<file path="config.mk">
export PLATFORM = sky130hd
export DESIGN_NAME = mef_controle_acesso
export DESIGN_NICKNAME = d
export VERILOG_FILES = /design/src/rtl/mef_acesso_pkg.sv /design/src/rtl/contador_ocupacao.sv /design/src/rtl/mef_controle_acesso.sv
export SDC_FILE = /design/constraint.sdc
export NUM_CORES = 1
export LEC_CHECK = 0
export BUFFER_PORTS_ARGS = -buffer_cell sky130_fd_sc_hd__buf_2
export CAP_MARGIN = 20
export CORE_ASPECT_RATIO = 0.6
export CORE_MARGIN = 3
export CORE_UTILIZATION = 30
export DETAILED_ROUTE_END_ITERATION = 8
export PLACE_DENSITY = 0.58
export SYNTH_ARGS = -nofsm -noshare
export SYNTH_HDL_FRONTEND = slang
export SYNTH_SLANG_ARGS = --single-unit
</file>
<file path="constraint.sdc">
create_clock -name clk -period 2.5 [get_ports clk]
set_input_delay 0.25 -clock clk [delete_from_list [all_inputs] [get_ports clk]]
set_output_delay 0.25 -clock clk [all_outputs]
set_load 0.005 [all_outputs]
</file>
<file path="src/rtl/mef_acesso_pkg.sv">
// Purpose: shared state encoding, light bundle and width helper for the parking access controller.
// Latency: n/a (types and constant functions only).
// Backpressure: n/a.
package mef_acesso_pkg;

    // 3-bit state encoding; value 7 is illegal and recovers to EST_I.
    typedef enum logic [2:0] {
        EST_I = 3'd0,   // idle
        EST_S = 3'd1,   // password entry
        EST_A = 3'd2,   // access granted, gate open
        EST_P = 3'd3,   // vehicle in passage
        EST_E = 3'd4,   // wrong password, retry allowed
        EST_C = 3'd5,   // lot full
        EST_B = 3'd6    // retry lockout
    } estado_t;

    typedef struct packed {
        logic erro;
        logic stop;
        logic go;
        logic full;
        logic bloq;
        logic in_pasw;
    } luzes_t;

    // Bits needed to hold values 0..maximo (at least one bit).
    function automatic int largura_contagem(input int maximo);
        return (maximo < 1) ? 1 : $clog2(maximo + 1);
    endfunction

    function automatic luzes_t decodifica_luzes(input estado_t e);
        luzes_t l;
        l         = '0;
        l.erro    = (e == EST_E);
        l.stop    = (e == EST_P);
        l.go      = (e == EST_A);
        l.full    = (e == EST_C);
        l.bloq    = (e == EST_B);
        l.in_pasw = (e == EST_S) || (e == EST_E);
        return l;
    endfunction

endpackage

</file>
<file path="src/rtl/contador_ocupacao.sv">
// Purpose: saturating occupancy counter; +1 on inc, -1 on each rising edge of Ss.
// Latency: count updates on the edge that samples inc / the Ss edge.
// Backpressure: none; saturates at 0 and CAPACIDADE instead of wrapping.
//
// Ports: clk, rst (sync, active-high), inc (vehicle admitted), Ss (exit sensor level),
//        contagem (current occupancy), cheio (contagem == CAPACIDADE).
module contador_ocupacao
    import mef_acesso_pkg::*;
#(
    parameter int   CAPACIDADE = 8,
    localparam int  W          = largura_contagem(CAPACIDADE)
) (
    input  logic         clk,
    input  logic         rst,
    input  logic         inc,
    input  logic         Ss,
    output logic [W-1:0] contagem,
    output logic         cheio
);

    localparam logic [W-1:0] CAP_W = W'(CAPACIDADE);

    logic ss_q;
    logic dec;

    // ss_q resets to 0, so an Ss already high at reset release looks like an edge;
    // it lands on a freshly cleared count and saturates away harmlessly.
    assign dec   = Ss && !ss_q;
    assign cheio = (contagem == CAP_W);

    always_ff @(posedge clk) begin
        if (rst) begin
            ss_q     <= 1'b0;
            contagem <= '0;
        end else begin
            ss_q <= Ss;
            if (inc && !dec && (contagem != CAP_W)) begin
                contagem <= contagem + W'(1);
            end else if (dec && !inc && (contagem != '0)) begin
                contagem <= contagem - W'(1);
            end
        end
    end

endmodule

</file>
<file path="src/rtl/mef_controle_acesso.sv">
// Purpose: parking-entrance access FSM with password retry lockout, session timeout and occupancy tracking.
// Latency: one clock from sampled input to light change; lights are registered.
// Backpressure: none; OK/ERRO pulses outside S/E are dropped, all inputs except Ss ignored in lockout.
//
// Ports: clk, rst (sync, active-high); Se/Si/Ss entry/passage/exit sensors; IN keypad activity;
//        ERRO/OK checker verdict pulses; STERRO/STSTOP/STGO/STFULL/STBLOQ/IN_PASW lights;
//        OCUPACAO current occupancy.
module mef_controle_acesso
    import mef_acesso_pkg::*;
#(
    parameter int CAPACIDADE      = 8,
    parameter int MAX_TENTATIVAS  = 3,
    parameter int TIMEOUT_CICLOS  = 16,
    parameter int BLOQUEIO_CICLOS = 32
) (
    input  logic                                     clk,
    input  logic                                     rst,
    input  logic                                     Se,
    input  logic                                     Si,
    input  logic                                     Ss,
    input  logic                                     IN,
    input  logic                                     ERRO,
    input  logic                                     OK,
    output logic                                     STERRO,
    output logic                                     STSTOP,
    output logic                                     STGO,
    output logic                                     STFULL,
    output logic                                     STBLOQ,
    output logic                                     IN_PASW,
    output logic [largura_contagem(CAPACIDADE)-1:0]  OCUPACAO
);

    localparam int WT = largura_contagem(TIMEOUT_CICLOS);
    localparam int WA = largura_contagem(MAX_TENTATIVAS);
    localparam int WB = largura_contagem(BLOQUEIO_CICLOS);

    localparam logic [WT-1:0] TEMPO_FIM = WT'(TIMEOUT_CICLOS - 1);
    localparam logic [WA-1:0] TENT_MAX  = WA'(MAX_TENTATIVAS);
    localparam logic [WB-1:0] BLOQ_FIM  = WB'(BLOQUEIO_CICLOS - 1);

    estado_t         estado;
    estado_t         prox;
    luzes_t          luzes;
    logic [WT-1:0]   tempo;
    logic [WA-1:0]   tentativas;
    logic [WB-1:0]   bloq;

    logic            tempo_zera;
    logic            tent_inc;
    logic            tent_zera;
    logic            expirou;
    logic            cheio;
    logic            entra;

    assign expirou = (tempo == TEMPO_FIM);
    // P->I admits the vehicle; the occupancy counter moves on the same edge.
    assign entra   = (estado == EST_P) && !Si;

    contador_ocupacao #(
        .CAPACIDADE (CAPACIDADE)
    ) u_ocupacao (
        .clk      (clk),
        .rst      (rst),
        .inc      (entra),
        .Ss       (Ss),
        .contagem (OCUPACAO),
        .cheio    (cheio)
    );

    // Next state and counter controls. The timer is held at zero outside S/E/A,
    // so every entry into those states starts from a clean count.
    always_comb begin
        prox       = EST_I;
        tempo_zera = 1'b1;
        tent_inc   = 1'b0;
        tent_zera  = 1'b0;
        case (estado)
            EST_I: begin
                if (cheio)   prox = EST_C;
                else if (Se) prox = EST_S;
                else         prox = EST_I;
            end
            EST_C: begin
                prox = cheio ? EST_C : EST_I;
            end
            EST_S, EST_E: begin
                tempo_zera = IN;
                if (OK) begin
                    prox       = EST_A;
                    tempo_zera = 1'b1;
                    tent_zera  = 1'b1;
                end else if (ERRO) begin
                    tent_inc   = 1'b1;
                    tempo_zera = 1'b1;
                    prox       = ((tentativas + WA'(1)) == TENT_MAX) ? EST_B : EST_E;
                end else if (!Se || expirou) begin
                    prox = EST_I;
                end else begin
                    prox = estado;
                end
            end
            EST_A: begin
                // Only an empty approach (no vehicle at gate or under it) runs the timer.
                tempo_zera = IN || Se || Si;
                if (Si)                   prox = EST_P;
                else if (!Se && expirou)  prox = EST_I;
                else                      prox = EST_A;
            end
            EST_P: begin
                prox = Si ? EST_P : EST_I;
            end
            EST_B: begin
                if (bloq == BLOQ_FIM) begin
                    prox      = EST_I;
                    tent_zera = 1'b1;
                end else begin
                    prox = EST_B;
                end
            end
            default: begin
                prox = EST_I;
            end
        endcase
    end

    always_ff @(posedge clk) begin
        if (rst) begin
            estado     <= EST_I;
            luzes      <= '0;
            tempo      <= '0;
            tentativas <= '0;
            bloq       <= '0;
        end else begin
            estado <= prox;
            luzes  <= decodifica_luzes(prox);
            tempo  <= tempo_zera ? '0 : tempo + WT'(1);
            if (tent_zera) begin
                tentativas <= '0;
            end else if (tent_inc) begin
                tentativas <= tentativas + WA'(1);
            end
            bloq <= ((estado == EST_B) && (prox == EST_B)) ? bloq + WB'(1) : '0;
        end
    end

    assign STERRO  = luzes.erro;
    assign STSTOP  = luzes.stop;
    assign STGO    = luzes.go;
    assign STFULL  = luzes.full;
    assign STBLOQ  = luzes.bloq;
    assign IN_PASW = luzes.in_pasw;

endmodule

</file>
==> results.md <==
- Comb power frac: 21.1%
- Req. time, crit path: 2.72 ns
- Post-route clock period utilization: 88.8%
- Setup crit end kind: flop
- RR Endpoint: u_ocupacao.contagem[3]
- Chip Width: 93.0 um
- WP data arrival: 2.44 ns
- Power share of the clock group: 27.5%
- Unrepaired setup endpoints after global routing: false
- Fill count: 452
- Critical-path cell list: or4b_1 > nand3_1 > ha_1 > a21o_1 > a21oi_1 > mux4_2 > nor2_1
- Layout area overhead: 16.2%
- Vias in the first global route: 969
- Worst hold path type: primary input to flop
- Antenna viol nets, final: 0
- Final Max Slew Viols: 0
- Sequential share of power: 51.4%
- Hold Path Sink: u_ocupacao.ss_q
- Status: complete, no violations
- Row Count: 18
- Largest net degree at the start of global routing: 17
- Slew @ Worst Pin: 0.557 ns
- Gr usage total: 10.6%
- Diodes inserted: 0
- HP Start: Ss
- VDD IR max: 0.204 mV
- PortBufs: 17
- Root Driver: clkbuf_8
- Starting Density: 32.2%
- Sequential-to-total area share from yosys stat: 39.7%
- Setup-failing EPs final: 0
- Via Count: 1111
- CTS resizes: 0
- CORE AREA: 0.00423 mm^2
- Final hold slack: 0.220 ns
- Sum Neg Setup Slack: 0 ns
- H-tree depth: 1
- Final HPWL DP: 2100 um
- CTS Buffer Depth: 2
- WS Path Type: flop to flop
- Via density: 4.73
- CP peak stage delay: 0.60 ns
- Worst Hold Depth: 2
- Die area: 0.00541 mm^2
- Post-Route Skew: 0.00878 ns
- Share of cells above drive strength 1: 16.6%
- Num CTS Buffers: 3
- Worst r2r src: u_ocupacao.contagem[0]
- DRT Wirelength: 2720 um
- Synth Cell Area: 0.00136 mm^2
- Int Power: 0.000657 W
- Die Y: 58.2 um
- Pre-CTS setup slack: 0.303 ns
- Drt drc: 0
- IO Count: 18
- Setup bufs post-CTS: 0
- Hold-fix buffers, CTS: 0
- FMAX: 0.450 GHz
- Final Hold Violating Endpoints: 0
- CP Max Fanout: 7
- Sinks on Clock Net: 27
- Tmin final: 2.22 ns
- Initial antenna violation count: 0
- DR iter-0 viols: 121
- CTS tree: built
- Synth warn: 0
- Rel. slew slack: 62.6%
- Post-DR wirelength/cell: 11.6 um
- Syn_area_per_cell: 8.85 um^2
- Sw Ratio: 28.6%
- Leak: 0.628 nW
- Fin util: 37.4%
- Clk_lat worst skew: 0.28 ns
- Cell variety after synth: 40
- Final Cell Area: 0.00158 mm^2
- First-pass GRT wire length: 4610 um
- Cells after Synth: 154
- Startpoint type of the worst setup path: flop
- Power per cell area: 581 mW/mm^2
- Slowest stage cell, crit path: or4b_1
- Worst-case reg-to-reg path depth: 7
- Number of max-cap violations: 0
- GR Overflow Total: 0
- Synth Register Bits: 27
- RD Place Congestion: 0.783
- Nets: 191
- Post-route setup slack: 0.280 ns
- Net switching power: 0.000263 W
- First drt pass iteration count: 4
- Placed Area: 0.00153 mm^2
- R2R Setup Slk: 0.28 ns
- Mapped Nets: 169
- Worst-path clk slew: 0.10 ns
==> sequential cells by signal, indices dropped and copies added (netlist names) <==
name,flops
tentativas,2
tempo,5
STGO,1
u_ocupacao.contagem,4
IN_PASW,1
u_ocupacao.ss_q,1
estado,3
bloq,6
STERRO,1
STFULL,1
STBLOQ,1
STSTOP,1
==> metal layers <==
metal	wire length, um	vias to the layer above	part of all wire (%)	global-route usage [%]
met5	0	-	0	0
met4	25	0	0.92	3.13
met3	121	4	4.5	2.85
met2	1130	24	42	14.7
met1	1440	499	53	15.9
li1	-	584	-	-
==> cells in the final DEF, fill, tap and decap left out, drive strengths merged, types with 2 or more instances in the layout <==
cell	instances
and3	6
o311ai	3
nor2b	5
xnor2	9
dfxtp	27
a21oi	9
a31oi	2
nor3	5
inv	8
nor2	22
ha	6
o21ai	2
or3	2
clkbuf	3
buf	23
nand3	3
o211ai	3
nand3b	2
a211oi	2
nand2b	6
a2111oi	2
nand2	6
xor2	3
==> cell families (layout without fill, tap and decap cells) <==
| family | Yosys count | count (layout) | share of synthesized area, % |
|---|---|---|---|
| AO/OA/AOI/OAI | 28 | 28 | 14.0 |
| XOR/XNOR | 12 | 12 | 7.71 |
| adder cells (fa/ha/maj) | 7 | 7 | 6.98 |
| buffers and inverters | 14 | 35 | 4.68 |
| flip-flops | 27 | 27 | 39.7 |
| multiplexers | 1 | 1 | 1.65 |
| AND/OR/NAND/NOR | 65 | 65 | 25.3 |
==> worst max path at each step <==
stage                     depth (start not counted)              startpoint                      to
final                                             7  u_ocupacao.contagem[0]  u_ocupacao.contagem[3]
after global routing                              7  u_ocupacao.contagem[0]  u_ocupacao.contagem[3]
after CTS                                         7  u_ocupacao.contagem[0]  u_ocupacao.contagem[3]
after detailed placement                          7  u_ocupacao.contagem[0]  u_ocupacao.contagem[3]
after global placement                            7  u_ocupacao.contagem[0]  u_ocupacao.contagem[3]
after floorplan                                   8               estado[1]  u_ocupacao.contagem[3]
==> synth_stat cells <==
library cell,instances,area [um^2]
nand4_1,1,6.26
buf_2,3,15.0
mux4_2,1,22.5
nor4bb_1,1,10.0
nand3_1,3,15.0
and3b_1,1,8.76
o31a_1,1,8.76
a31oi_1,2,12.5
nor3_1,5,25.0
inv_1,8,30.0
a211oi_1,2,15.0
or2_2,1,6.26
and3_1,6,37.5
or3_1,2,12.5
and4_1,1,8.76
o21a_1,1,7.51
o41ai_1,1,8.76
nand2b_1,6,37.5
xnor2_1,9,78.8
or3b_1,1,8.76
xor2_1,3,26.3
o21ai_0,2,10.0
ha_1,6,75.1
a21oi_1,9,45.0
fa_1,1,20.0
o221ai_1,1,8.76
nand2_1,6,22.5
o311ai_1,1,8.76
a21o_1,1,7.51
or4b_1,1,10.0
nor2b_1,5,31.3
clkbuf_1,2,7.51
nor2_1,22,82.6
nor3b_1,1,7.51
o311ai_0,2,17.5
dfxtp_1,27,541
buf_6,1,11.3
nand3b_1,2,15.0
a2111oi_0,2,17.5
o211ai_1,3,22.5
==> power by group through the flow <==
stage          sequential [W]  combinational, W  clock [W]
2_1_floorplan        0.000483          0.000130          0
3_3_place_gp         0.000481          0.000199          0
3_5_place_dp         0.000483          0.000194          0
4_1_cts              0.000473          0.000195   0.000271
5_1_grt              0.000477          0.000218   0.000280
6_report             0.000473          0.000195   0.000253
==> worst max-delay path, delay by kind of cell (launching register included) <==
kind	cells	cell delay, ns
multiplexers	1	0.30
flip-flops	1	0.39
AND/OR/NAND/NOR	3	0.90
adder cells (fa/ha/maj)	1	0.25
AO/OA/AOI/OAI	2	0.32
==> through the flow <==
stage / power (W) / cells
after floorplan: 0.000613 / 154
after global placement: 0.000680 / 231
after CTS: 0.000939 / 235
after global routing: 0.000976 / 235
final: 0.000920 / 235
after detailed placement: 0.000677 / 231
==> layout make-up <==
type / instances / area [um^2] / share of cell area, %
Multi-Input combinational cell: 113 / 758 / 47.9
Inverter: 8 / 30.0 / 1.90
Tap cell: 60 / 75.1 / 4.74
Sequential cell: 27 / 541 / 34.2
Clock buffer: 3 / 41.3 / 2.61
Clock inverter: 1 / 7.51 / 0.474
Timing Repair Buffer: 23 / 130 / 8.22
No activity file was read; power rests on OpenSTA's default activity.
